## src/rtl/seven_seg_scan_ctrl.sv

```systemverilog
// seven_seg_scan_ctrl: multiplexed scan of an NDIG-digit display with blanking gaps
// and a frame-synchronous double-buffered display word. Rev 1.0
`default_nettype none

module seven_seg_scan_ctrl #(
  parameter int NDIG  = 4,
  parameter int DWELL = 50000,
  parameter int BLANK = 500
) (
  input  logic              clk,
  input  logic              rst_n,
  input  logic              enable,
  input  logic [4*NDIG-1:0] data_in,
  input  logic              data_valid,
  output logic              data_ready,
  output logic [NDIG-1:0]   anode_n,
  output logic [3:0]        nibble,
  output logic              frame_done
);

  localparam int IW = (NDIG > 1) ? $clog2(NDIG) : 1;
  localparam logic [IW-1:0] LAST_IDX   = IW'(NDIG - 1);
  localparam logic [15:0]   DWELL_LAST = 16'(DWELL - 1);
  localparam logic [15:0]   BLANK_LAST = 16'((BLANK == 0) ? 0 : BLANK - 1);

  typedef enum logic [1:0] {S_IDLE = 2'd0, S_BLANK = 2'd1, S_SHOW = 2'd2} state_t;

  // Phase that opens every digit: skip the blank gap when it is configured to zero
  localparam state_t FIRST_PH = (BLANK == 0) ? S_SHOW : S_BLANK;

  state_t              state, state_d;
  logic [IW-1:0]       idx, idx_d;
  logic [15:0]         cnt, cnt_d;
  logic [4*NDIG-1:0]   display, pending;
  logic                pflag;
  logic [NDIG-1:0]     anode_d;
  logic [3:0]          nibble_d;
  logic                fd_d;
  logic                show_end, frame_end, accept, commit;

  assign data_ready = ~pflag;

  always_comb begin
    state_d  = state;
    idx_d    = idx;
    cnt_d    = cnt + 16'd1;
    anode_d  = '1;
    nibble_d = 4'd0;
    show_end  = (state == S_SHOW) && (cnt == DWELL_LAST);
    frame_end = show_end && (idx == LAST_IDX);
    accept    = data_valid && !pflag;
    // A dark display may take the new word at once; a running one waits for the frame end
    commit    = pflag && ((enable && frame_end) || (!enable && state == S_IDLE));
    fd_d      = enable && frame_end;

    if (!enable) begin
      state_d = S_IDLE;
      idx_d   = '0;
      cnt_d   = 16'd0;
    end else begin
      case (state)
        S_IDLE: begin
          state_d = FIRST_PH;
          idx_d   = '0;
          cnt_d   = 16'd0;
        end
        S_BLANK: begin
          if (cnt == BLANK_LAST) begin
            state_d = S_SHOW;
            cnt_d   = 16'd0;
          end
        end
        S_SHOW: begin
          if (show_end) begin
            state_d = FIRST_PH;
            cnt_d   = 16'd0;
            idx_d   = (idx == LAST_IDX) ? '0 : idx + IW'(1);
          end
        end
        default: begin
          state_d = S_IDLE;
          idx_d   = '0;
          cnt_d   = 16'd0;
        end
      endcase
    end

    if (enable && state == S_SHOW) begin
      anode_d[idx] = 1'b0;
      nibble_d     = display[{idx, 2'b00} +: 4];
    end
  end

  always_ff @(posedge clk or negedge rst_n) begin
    if (!rst_n) begin
      state      <= S_IDLE;
      idx        <= '0;
      cnt        <= 16'd0;
      display    <= '0;
      pending    <= '0;
      pflag      <= 1'b0;
      anode_n    <= '1;
      nibble     <= 4'd0;
      frame_done <= 1'b0;
    end else begin
      state      <= state_d;
      idx        <= idx_d;
      cnt        <= cnt_d;
      anode_n    <= anode_d;
      nibble     <= nibble_d;
      frame_done <= fd_d;
      if (accept) begin
        pending <= data_in;
        pflag   <= 1'b1;
      end else if (commit) begin
        display <= pending;
        pflag   <= 1'b0;
      end
    end
  end

endmodule

`default_nettype wire

```

## config.mk

```make
export PLATFORM = sky130hd
export DESIGN_NAME = seven_seg_scan_ctrl
export DESIGN_NICKNAME = d
export VERILOG_FILES = /design/src/rtl/seven_seg_scan_ctrl.sv
export SDC_FILE = /design/constraint.sdc
export NUM_CORES = 1
export LEC_CHECK = 0
export ABC_AREA = 1
export ABC_CLOCK_PERIOD_IN_PS = 1800
export CAP_MARGIN = 25
export CORE_MARGIN = 2
export CORE_UTILIZATION = 51
export CTS_BUF_LIST = sky130_fd_sc_hd__clkbuf_16
export DETAILED_ROUTE_END_ITERATION = 8
export HOLD_SLACK_MARGIN = 0.12
export PLACE_DENSITY = 0.75
export SYNTH_ARGS = -nofsm -noshare
export SYNTH_HDL_FRONTEND = slang
export SYNTH_SLANG_ARGS = --single-unit
```

## constraint.sdc

```tcl
create_clock -name clk -period 1.8 [get_ports clk]
set_clock_uncertainty 0.15 [all_clocks]
set_input_delay 0.36 -clock clk [delete_from_list [all_inputs] [get_ports clk]]
set_output_delay 0.36 -clock clk [all_outputs]
set_load 0.005 [all_outputs]
```

==> results.md <==
* Status: complete, no violations
* Arrival @ worst endpoint at 1.74 ns
* FMAX at 0.594 GHz
* Ys Warns at 0
* Tmin final at 1.68 ns
* Min-delay worst type: reg2reg
* Grt ovf at 0
* Vias at approximately 2300
* Die Width at between 80 and 90 um
* Sequential-to-total area share from yosys stat at 0.520
* Rel. slew slack at 0.720
* Crit-path max FO at 16
* Max-Cap Viols at 0
* Worst Setup EP: display[5]
* Cell Area, Synth at between 2000 and 3000 sq um
* Sequential share of power at 0.402
* Max clock buf depth at 2
* Slack of the critical path at roughly 0.12 ns
* Netlist cell types at 27
* Critical Path RT at 1.86 ns
* FF-to-FF End: display[5]
* Routability cong. at 0.820
* Clk pwr share at 0.349
* Synth Instances at 329
* Full die area at 6500 sq um
* DP HPWL at 4100 um
* I/O Pins at 30
* Via density at around 5
* Largest net degree at the start of global routing at 18
* Pleak at 1.77 nW
* Final worst-path cycle share at 0.935
* Global-route wire length before repair at 10300 um
* Crit. End Element: flop
* Switching Fraction at 0.295
* Worst slew pin tran at approximately 0.42 ns
* Pwr Total at 5.05 mW
* Total track usage at 0.211
* Starting density of the core at 0.537
* Diode count at 0
* CTS buffer count at 9
* Vias in the first global route at between 2000 and 2500
* Root Buffer: clkbuf_16
* Port Buf Inserts at 29
* FF-to-FF Start: state[0]
* Post-synth EDFFs at 0
* Kind of critical path: reg2reg
* Most used DFF post-synth: dfrtp_1
* Async S/R FF share, synth at 1.00
* Synthesized flop and latch total at 62
* ANT nets after route at 0
* Synth Area per Inst at 9.10 sq um
* Clock transition at the registers of the reported paths at 0.05 ns
* DR WL/cell at around 13 um
* Fin cells at about 460
* Drt initial violations at 121
* Final Hold Viols at 0
* Post-layout util at 0.680
* Sw power at roughly 1.5 mW
* Place WS at -0.107 ns
* Clock insertion delay at the later pin of the skew report at 0.32 ns
* Layout area overhead at 26.7%
* Internal at 3.56 mW
* Startpoint Class: flop
* CTS H-tree depth at 3
* Post-Syn Nets at 358
* DRT Wirelength at about 5900 um
* TritonRoute pass-1 iters at 4
* Combinational share of power at 0.249
* Antenna violations before repair at 0
* Die height at 80.6 um
* Worst VDD drop at 0.765 mV
* CTS tree: done
* Clk sink count at 62
* Worst r2r path cells at 9
* Share of post-route cells with drive strength above 1 at 0.179
* Final-stage net count at 410
* # rows at 27
* Drt drc at 0
* Placed cells at between 400 and 500
* CP startpoint: state[0]
* Final setup vio count at 0
* Slew Limit Fails at 0
* Floorplan core area at 5570 sq um
* Reg2Reg Setup Slack at 0.12 ns
* Pwr Density at 1330 nW/um^2
what timing repair did:
action                                  4_1_cts  5_1_grt
endpoints found under the hold margin        13        0
buffers inserted                              0        0
gates cloned                                  0        0
endpoints found under the setup margin        5       17
gates resized for setup                       6        2
hold buffers                                  1        0
power groups by stage:
stage                     combinational (mW)  sequential (mW)  clock (mW)
after floorplan                        0.950             1.97           0
after global placement                  1.20             2.03           0
after detailed placement                1.26             2.04           0
after CTS                               1.26             2.03        1.80
after global routing                    1.44             2.07        1.88
final                                   1.25             2.03        1.76
registers in the layout, indices dropped and copies added, names as in the netlist:
signal,cells
display,16
anode_n,4
pflag,1
cnt,16
idx,2
frame_done,1
state,2
pending,16
nibble,4
area by class of cell:
type / instances / area, sq um
flip-flops and latches: 62 / 1560
well taps: 72 / 90.1
clock inverters: 7 / 81.3
fillers: 438 / 1780
multi-input cells: 234 / 1290
inverters: 25 / 93.8
repair buffers: 49 / 457
clock buffers: 9 / 225
cells in the mapped netlist (3+ instances only):
| cell type | count | area [sq um] |
|---|---|---|
| dfrtp_1 | 58 | 1450 |
| nand3_1 | 32 | 160 |
| o21ai_0 | 12 | 60.1 |
| nor2_1 | 59 | 221 |
| ha_1 | 9 | 113 |
| nand2_1 | 74 | 278 |
| buf_6 | 3 | 33.8 |
| dfstp_2 | 4 | 105 |
| mux2_2 | 16 | 180 |
| nand2_2 | 6 | 37.5 |
| inv_1 | 24 | 90.1 |
| xor2_1 | 10 | 87.6 |
| a21oi_1 | 4 | 20.0 |
metal layers:
metal,up-vias,part of all wire,track usage
met4,0,0.021,0.0966
li1,1144,-,-
met3,12,0.036,0.0528
met2,47,0.52,0.361
met1,1103,0.42,0.248
met5,-,0,0
cell usage in the layout, fill, tap and decap left out, types with 9 or more instances in the layout:
master / n
clkdlybuf4s50_1: 23
xor2_1: 10
dfrtp_1: 58
nor2_1: 58
nand3_1: 32
mux2_2: 16
inv_1: 25
buf_4: 17
ha_1: 9
o21ai_0: 12
nand2_1: 74
clkbuf_16: 9
cells by family after synthesis:
group | share of synthesized area
AND/OR/NAND/NOR | 0.268
flip-flops | 0.520
buffers and inverters | 0.0518
AO/OA/AOI/OAI | 0.0268
multiplexers | 0.0602
XOR/XNOR | 0.0351
adder cells (fa/ha/maj) | 0.0376
stage by stage:
stage,hold slack [ns],area (sq um),setup TNS [ns]
6_report,0.311,3790,0
5_1_grt,0.326,3790,-0.00460
4_1_cts,0.315,3780,0
3_5_place_dp,0.166,3470,-1.58
3_3_place_gp,0.161,3470,-1.04
2_1_floorplan,-0.0856,2990,0
worst min-delay path by stage:
stage / start / endpoint / slack [ns] / depth (start not counted)
5_1_grt: cnt[0] / cnt[0] / 0.33 / 1
3_5_place_dp: rst_n / cnt[12] / 0.17 / 1
3_3_place_gp: rst_n / cnt[12] / 0.16 / 1
6_report: cnt[0] / cnt[0] / 0.31 / 1
2_1_floorplan: rst_n / cnt[0] / -0.09 / 0
4_1_cts: cnt[0] / cnt[0] / 0.31 / 1
worst max-delay path, cell delays in order (launching register included):
cell	delay, ns
dfrtp_1	0.42
inv_1	0.10
ha_1	0.19
nand2_2	0.09
nor2_4	0.13
nand3_4	0.12
nand2_8	0.10
nand2_4	0.11
nand2_1	0.11
nand2_1	0.06
Power figures use the tool's default switching activity.
